[config.mk]
export PLATFORM = sky130hd
export DESIGN_NAME = tdm_demux
export DESIGN_NICKNAME = d
export VERILOG_FILES = /design/src/rtl/tdm_demux.sv
export SDC_FILE = /design/constraint.sdc
export NUM_CORES = 1
export LEC_CHECK = 0
export CAP_MARGIN = 5
export CORE_MARGIN = 5
export CORE_UTILIZATION = 35
export CTS_BUF_LIST = sky130_fd_sc_hd__clkbuf_16
export DETAILED_ROUTE_END_ITERATION = 16
export HOLD_SLACK_MARGIN = 0.12
export PLACE_DENSITY_LB_ADDON = 0.3
export SYNTH_ARGS = -nofsm -noshare
export SYNTH_HDL_FRONTEND = slang
export SYNTH_SLANG_ARGS = --single-unit
[constraint.sdc]
create_clock -name clk -period 1.7 [get_ports clk]
set_clock_uncertainty 0.05 [all_clocks]
set_input_delay 0.17 -clock clk [delete_from_list [all_inputs] [get_ports clk]]
set_output_delay 0.17 -clock clk [all_outputs]
set_load 0.05 [all_outputs]
[src/rtl/tdm_demux.sv]
// Purpose : TDM demultiplexer. Routes one serial sample per slot to its channel register, tracks frame sync, flags framing errors.
// Latency : a sample accepted at cycle N shows on dout, with its dout_valid bit set, at cycle N+1.
// Backpres: none. din is consumed whenever din_valid is high, and din_valid=0 cycles hold all state.
//
// Ports: clk / rst_n (async, active-low); din / din_valid / frame_sync in; sync_err_clr clears the sticky error.
//        dout packs channel c at [c*WIDTH +: WIDTH]. dout_valid is a per-channel write strobe.
//        frame_done pulses on a complete synced frame. slot is the next write index.
//        locked means the FSM is in LOCKED. sync_err is the sticky framing error.
// Option: `define TDM_DEMUX_FRAME_LATCH_EN collects samples in shadow registers, and dout
//         then updates all channels together in the frame_done cycle.
module tdm_demux #(
  parameter int WIDTH    = 1,
  parameter int CHANNELS = 4,
  parameter int SEL_W    = 2
) (
  input  logic                      clk,
  input  logic                      rst_n,
  input  logic [WIDTH-1:0]          din,
  input  logic                      din_valid,
  input  logic                      frame_sync,
  input  logic                      sync_err_clr,
  output logic [CHANNELS*WIDTH-1:0] dout,
  output logic [CHANNELS-1:0]       dout_valid,
  output logic                      frame_done,
  output logic [SEL_W-1:0]          slot,
  output logic                      locked,
  output logic                      sync_err
);

  localparam logic [SEL_W-1:0] LAST_SLOT = SEL_W'(CHANNELS - 1);
  localparam logic [SEL_W-1:0] SLOT_ONE  = SEL_W'(1);

  if (CHANNELS < 2 || (1 << SEL_W) != CHANNELS) begin : g_bad_cfg
    $error("tdm_demux: CHANNELS must be a power of two >= 2 and equal 2**SEL_W");
  end

  typedef enum logic {HUNT = 1'b0, LOCKED = 1'b1} state_t;
  state_t state;

  assign locked = (state == LOCKED);

  // Decode of the current input against the frame position.
  // A sync always restarts at slot 0, which covers the HUNT acquire case and the early-sync case.
  // In LOCKED, a non-sync sample at slot 0 is a missing sync: it is dropped and the FSM relocks from HUNT.
  logic             wr_en;
  logic [SEL_W-1:0] wr_idx;
  logic             wr_last;
  logic             set_err;

  always_comb begin
    wr_en   = 1'b0;
    wr_idx  = slot;
    set_err = 1'b0;
    if (din_valid) begin
      if (frame_sync) begin
        wr_en   = 1'b1;
        wr_idx  = '0;
        set_err = locked && (slot != '0);
      end else if (locked) begin
        wr_en   = (slot != '0);
        set_err = (slot == '0);
      end
    end
    // In LOCKED, every frame starts from a sync at slot 0 and slots advance without skips.
    // Reaching the last slot therefore always means a complete, synced frame.
    wr_last = wr_en && (wr_idx == LAST_SLOT);
  end

`ifdef TDM_DEMUX_FRAME_LATCH_EN
  logic [CHANNELS*WIDTH-1:0] shadow;
`endif

  always_ff @(posedge clk or negedge rst_n) begin
    if (!rst_n) begin
      state      <= HUNT;
      slot       <= '0;
      dout       <= '0;
      dout_valid <= '0;
      frame_done <= 1'b0;
      sync_err   <= 1'b0;
`ifdef TDM_DEMUX_FRAME_LATCH_EN
      shadow     <= '0;
`endif
    end else begin
      dout_valid <= '0;
      frame_done <= wr_last;

      // A new error in the same cycle as a clear request keeps the flag set.
      if (set_err) begin
        sync_err <= 1'b1;
      end else if (sync_err_clr) begin
        sync_err <= 1'b0;
      end

      if (wr_en) begin
        dout_valid[wr_idx] <= 1'b1;
        slot               <= wr_idx + SLOT_ONE;  // the last slot wraps to 0
        state              <= LOCKED;
`ifdef TDM_DEMUX_FRAME_LATCH_EN
        shadow[wr_idx*WIDTH +: WIDTH] <= din;
        // The last channel is the top slice, so the full frame is that sample plus the shadow below it.
        if (wr_last) begin
          dout <= {din, shadow[(CHANNELS-1)*WIDTH-1:0]};
        end
`else
        dout[wr_idx*WIDTH +: WIDTH] <= din;
`endif
      end else if (set_err) begin
        state <= HUNT;
        slot  <= '0;
      end
    end
  end

endmodule

==> impl_metrics.env, run 1 <==
export IMPL_die_h_um=52.6
export IMPL_seq_area_um2=303
export IMPL_worst_ep_required_time_ps=1770
export IMPL_clock_sinks=12
export IMPL_pin_count=19
export IMPL_period_needed_ps=1680
export IMPL_yosysSeqAreaShare=0.472
export IMPL_fin_setup_tns_ps=0
export IMPL_fp_dieW_um=52.6
export IMPL_power_density_mw_per_mm2=1670
export IMPL_yosysMostFrequentCell="dfrtp_1"
export IMPL_dr_pass1_iters=3
export IMPL_dpl_hpwl_um=986
export IMPL_numCtsBuffers=3
export IMPL_setup_slack_ps=20.5
export IMPL_synthFlopType="dfrtp_1"
export IMPL_postRouteAntennaNets=0
export IMPL_die_area_mm2=0.00277
export IMPL_start_util=0.368
export IMPL_r2r_start="slot[0]$_DFFE_PN0P_"
export IMPL_cap_viol_max_count=0
export IMPL_gr_total_overflow=0
export IMPL_fin_crit_sh=0.988
export IMPL_syn_inst=57
export IMPL_nFillCells=168
export IMPL_drt_total_wl_mm=1.19
export IMPL_hold_class="in2async"
export IMPL_setup_violations=0
export IMPL_dpl_cell_count=104
export IMPL_async_flop_share=1.00
export IMPL_cts_root_buf="clkbuf_16"
export IMPL_post_cts_repair_setup_buffers=0
export IMPL_path_cells="clkdlybuf4s50_1 > nand2_1 > and2_4 > inv_1 > ha_1 > nand3b_1 > nor2_1 > mux2_2"
export IMPL_rsz0062_at_grt="yes"
export IMPL_avgSynthCellArea_um2=11.2
export IMPL_critPathMaxStageDelay_ps=520
export IMPL_yosysWarnings=0
export IMPL_syn_area_um2=636
export IMPL_path_clk_slew_ps=40
export IMPL_critical_path_max_fanout=5
export IMPL_crit_path_end_kind="register"
export IMPL_reg2reg_depth=5
export IMPL_diodes=0
export IMPL_cpMaxStageDelayCell="clkdlybuf4s50_1"
export IMPL_cp_start_kind="input pin"
export IMPL_nets=97
export IMPL_grt_max_degree=13
export IMPL_grt_pass1_wl_mm=2.10
export IMPL_synth_largest_area_cell="dfrtp_1"
export IMPL_via_per_inst=4.45
export IMPL_drt_initial_drc_count=3
export IMPL_place_congestion=0.714
export IMPL_drive_above_1_share=0.337
export IMPL_post_place_ws_ps=-254
export IMPL_peakVddDrop_v=0.000777
export IMPL_power_mw=1.57
export IMPL_crit_arrival_ps=1750
export IMPL_final_cells=108
export IMPL_synthDistinctLibCells=21
export IMPL_groute_usage_overall=0.107
export IMPL_ys_ff_latch=12
export IMPL_antenna_found_initial=0
export IMPL_netlist_top_cells_count="dfrtp_1, ha_1, inv_1, o21ai_0, and2_1"
export IMPL_r2r_end="dout[0]$_DFFE_PN0P_"
export IMPL_worstSetupPathType="in2reg"
export IMPL_synth_edf_count=0
export IMPL_wl_per_cell_um=11.0
export IMPL_cts_tree="done"
export IMPL_cts_htree_levels=1
export IMPL_num_rows=15
export IMPL_vias=481
export IMPL_route_detailed_drc=0
export IMPL_status="finished, final reports clean"
export IMPL_coreArea_mm2=0.00173
export IMPL_synth_area_leaders="dfrtp_1, ha_1, mux2_2"
export IMPL_leakage_nw=0.491
export IMPL_tightest_slew_ps=531
export IMPL_clockBufferDepth=2
export IMPL_max_freq_ghz=0.595
export IMPL_relSlewSlack=0.645
export IMPL_reg2reg_slack_ps=80
export IMPL_synth_nets=70
export IMPL_area_growth_pct=48.6
export IMPL_synth_top_area_frac=0.472
export IMPL_finalHoldViolations=0
export IMPL_grt_pass1_vias=479
export IMPL_maxSlewViolCount=0
export IMPL_clk_latency_ps=230
export IMPL_multi_input_area_um2=317
export IMPL_portBuffers=18
-- flip-flops by register name (all words and copies together), names as in the netlist --
name,cells
dout_valid,4
sync_err,1
dout,4
locked,1
slot,2
-- worst max-delay path by stage --
stage / from / endpoint / slack [ps]
floorplan: slot[0]$_DFFE_PN0P_ / dout[0]$_DFFE_PN0P_ / 3
global placement: din_valid / dout[0]$_DFFE_PN0P_ / -210
detailed placement: din_valid / dout[1]$_DFFE_PN0P_ / -250
CTS: frame_sync / dout[1]$_DFFE_PN0P_ / 30
global route: slot[0]$_DFFE_PN0P_ / dout[3]$_DFFE_PN0P_ / -60
finish: frame_sync / dout[1]$_DFFE_PN0P_ / 20
-- critical path: cells and delay by family --
kind                     cells  cell delay [ps]
adder cells (fa/ha/maj)      1              210
multiplexers                 1              250
buffers and inverters        2              640
AND/OR/NAND/NOR              4              470
-- cell families after synthesis --
kind of cell,count (synthesis),share of synthesized area
simple gates,13,0.118
fa+ha+maj,7,0.138
compound gates,12,0.134
buf+inv,8,0.0532
xor+xnor,1,0.0138
mux,4,0.0709
flops,12,0.472
-- per-layer routing --
metal | global-route usage | routed length [um]
met5 | 0 | 0
met4 | 0.0638 | 21
met3 | 0.0399 | 55
met2 | 0.161 | 580
met1 | 0.127 | 532
-- layout by cell type (no fill, tap or decap) --
cell type / count
buf_4: 16
dfrtp_1: 10
inv_1: 6
o21ai_0: 6
ha_1: 6
clkdlybuf4s50_1: 6
nand2_1: 3
and2_1: 3
mux2_2: 3
clkbuf_16: 3
nor2_1: 2
dfrtp_2: 2
and2_4: 1
a21bo_4: 1
inv_2: 1
o211a_1: 1
nand3b_1: 1
and4b_1: 1
nor4b_1: 1
mux2_1: 1
a22o_1: 1
xnor2_1: 1
o22ai_1: 1
a21o_1: 1
a31oi_1: 1
nor3_1: 1
ha_4: 1
clkinv_1: 1
dlygate4sd2_1: 1
-- cell type report --
class,count,share of cell area
clock buffer,3,0.0795
clock inverter,1,0.00397
inverter,7,0.0278
multi-input combinational,37,0.335
sequential,12,0.321
tap,25,0.0331
timing repair buffer,23,0.200
-- report_power, final --
part | switching [mW] | internal (mW)
sequential | 0.0523 | 0.364
combinational | 0.461 | 0.274
clock | 0.113 | 0.309
total | 0.626 | 0.947
-- timing repair --
item                                    CTS  global route
endpoints found under the setup margin    3             4
hold buffers                              0             0
cloned                                    0             0
resized for setup                         1             0
-- per-stage QoR --
stage / hold slack, ps / utilization / instance area, um^2
4_1_cts: 269 / 0.547 / 945
2_1_floorplan: -176 / - / 653
5_1_grt: 293 / 0.547 / 945
3_5_place_dp: 445 / 0.502 / 867
3_3_place_gp: 432 / 0.502 / 867
6_report: 236 / 0.547 / 945
(Power assumes the default switching activity.)
==> run 2, diff against run 1 <==
--- a/config.mk
+++ b/config.mk
@@ -6,12 +6,14 @@
 export NUM_CORES = 1
 export LEC_CHECK = 0
 export CAP_MARGIN = 5
+export CORE_ASPECT_RATIO = 1.1
 export CORE_MARGIN = 5
 export CORE_UTILIZATION = 35
 export CTS_BUF_LIST = sky130_fd_sc_hd__clkbuf_16
 export DETAILED_ROUTE_END_ITERATION = 16
 export HOLD_SLACK_MARGIN = 0.12
 export PLACE_DENSITY_LB_ADDON = 0.3
+export SLEW_MARGIN = 40
 export SYNTH_ARGS = -nofsm -noshare
 export SYNTH_HDL_FRONTEND = slang
 export SYNTH_SLANG_ARGS = --single-unit
==> impl_metrics.env, run 2 (same netlist as run 1, synthesis figures left out) <==
export IMPL_status="finished, final reports clean"
export IMPL_critical_path_max_fanout=7
export IMPL_nets=98
export IMPL_cts_htree_levels=1
export IMPL_die_h_um=54.7
export IMPL_grt_pass1_vias=508
export IMPL_area_growth_pct=49.6
export IMPL_reg2reg_depth=5
export IMPL_die_area_mm2=0.00277
export IMPL_maxSlewViolCount=0
export IMPL_worst_ep_required_time_ps=1770
export IMPL_drt_total_wl_mm=1.30
export IMPL_dpl_hpwl_um=987
export IMPL_peakVddDrop_v=0.000694
export IMPL_route_detailed_drc=0
export IMPL_drive_above_1_share=0.345
export IMPL_clock_sinks=12
export IMPL_start_util=0.361
export IMPL_power_density_mw_per_mm2=1680
export IMPL_cap_viol_max_count=0
export IMPL_relSlewSlack=0.631
export IMPL_final_cells=102
export IMPL_postCtsHoldBufs=0
export IMPL_post_cts_repair_setup_buffers=0
export IMPL_setup_violations=0
export IMPL_num_rows=16
export IMPL_grt_pass1_wl_mm=2.22
export IMPL_ctsResizeCount=1
export IMPL_power_mw=1.60
export IMPL_cts_root_buf="clkbuf_16"
export IMPL_fin_setup_tns_ps=0
export IMPL_final_common_cell="buf_4"
export IMPL_max_freq_ghz=0.610
export IMPL_layout_common_cells="buf_4, dfrtp_1, inv_1, o21ai_0, clkdlybuf4s50_1"
export IMPL_path_clk_slew_ps=40
export IMPL_cp_start_kind="register"
export IMPL_vias=501
export IMPL_dr_pass1_iters=2
export IMPL_diodes=0
export IMPL_drt_initial_drc_count=2
export IMPL_dpl_cell_count=98
export IMPL_clk_latency_ps=240
export IMPL_largestRegisters="dout: 4 flops, dout_valid: 4 flops, slot: 2 flops"
export IMPL_clockBufferDepth=2
export IMPL_seq_area_um2=303
export IMPL_nFillCells=171
export IMPL_place_congestion=0.785
export IMPL_gr_total_overflow=0
export IMPL_portBuffers=18
export IMPL_fin_crit_sh=0.964
export IMPL_fin_util=0.540
export IMPL_postRouteAntennaNets=0
export IMPL_hold_class="in2async"
export IMPL_cts_tree="done"
export IMPL_rsz0062_at_grt="no"
export IMPL_r2r_start="slot[0]$_DFFE_PN0P_"
export IMPL_groute_usage_overall=0.107
export IMPL_wl_per_cell_um=12.7
export IMPL_numCtsBuffers=3
export IMPL_pin_count=19
export IMPL_via_per_inst=4.91
export IMPL_fp_dieW_um=50.6
export IMPL_crit_arrival_ps=1710
export IMPL_r2r_end="dout[0]$_DFFE_PN0P_"
export IMPL_leakage_nw=0.501
export IMPL_multi_input_area_um2=319
export IMPL_crit_path_end_kind="register"
export IMPL_period_needed_ps=1640
export IMPL_finalHoldViolations=0
export IMPL_reg2reg_slack_ps=60
export IMPL_grt_max_degree=13
export IMPL_tightest_slew_ps=551
export IMPL_worstSetupPathType="reg2reg"
export IMPL_coreArea_mm2=0.00176
export IMPL_antenna_found_initial=0
## run 2: changes by cell type in the layout (fill, tap and decap cells not counted)
cell / change
dlymetal6s2s_1: +1
ha_1: -1
ha_2: +1
## run 2: worst max-delay path by stage
stage,end,slack [ps],startpoint
finish,dout[0]$_DFFE_PN0P_,60,slot[0]$_DFFE_PN0P_
global route,dout[0]$_DFFE_PN0P_,5,slot[0]$_DFFE_PN0P_
CTS,dout[0]$_DFFE_PN0P_,10,frame_sync
detailed placement,dout[0]$_DFFE_PN0P_,-290,din_valid
global placement,dout[3]$_DFFE_PN0P_,-230,din_valid
floorplan,dout[0]$_DFFE_PN0P_,3,slot[0]$_DFFE_PN0P_
## run 2: power breakdown
part	internal [mW]	leakage [nW]	switching (mW)
registers	0.364	0.155	0.0526
clock network	0.309	0.0385	0.118
logic	0.289	0.308	0.466
## run 2: routing by layer
layer	wire length [um]	up-vias	GRT usage
met4	22	0	0.0638
met2	618	14	0.167
met1	559	235	0.130
li1	-	248	-
met5	0	-	0
met3	96	4	0.0327
## run 2: cell type report
cell class,count,share of cell area
multi-input cells,37,0.336
clock buffers,3,0.0789
flip-flops and latches,12,0.318
inverters,7,0.0276
well taps,18,0.0237
repair buffers,24,0.212
clock inverters,1,0.00395
## run 2: stage by stage
step,hold WS (ps),instance area [um^2],setup WS [ps]
after floorplan,-176,653,2.95
after global placement,433,868,-228
after detailed placement,441,868,-294
after CTS,267,946,9.89
after global routing,303,951,5.35
final,245,951,61.7
## run 2: critical path, cell delays in order (launching register included)
cell	delay [ps]
dfrtp_2	430
a21bo_4	240
inv_2	80
ha_4	280
and4b_1	190
mux2_2	250
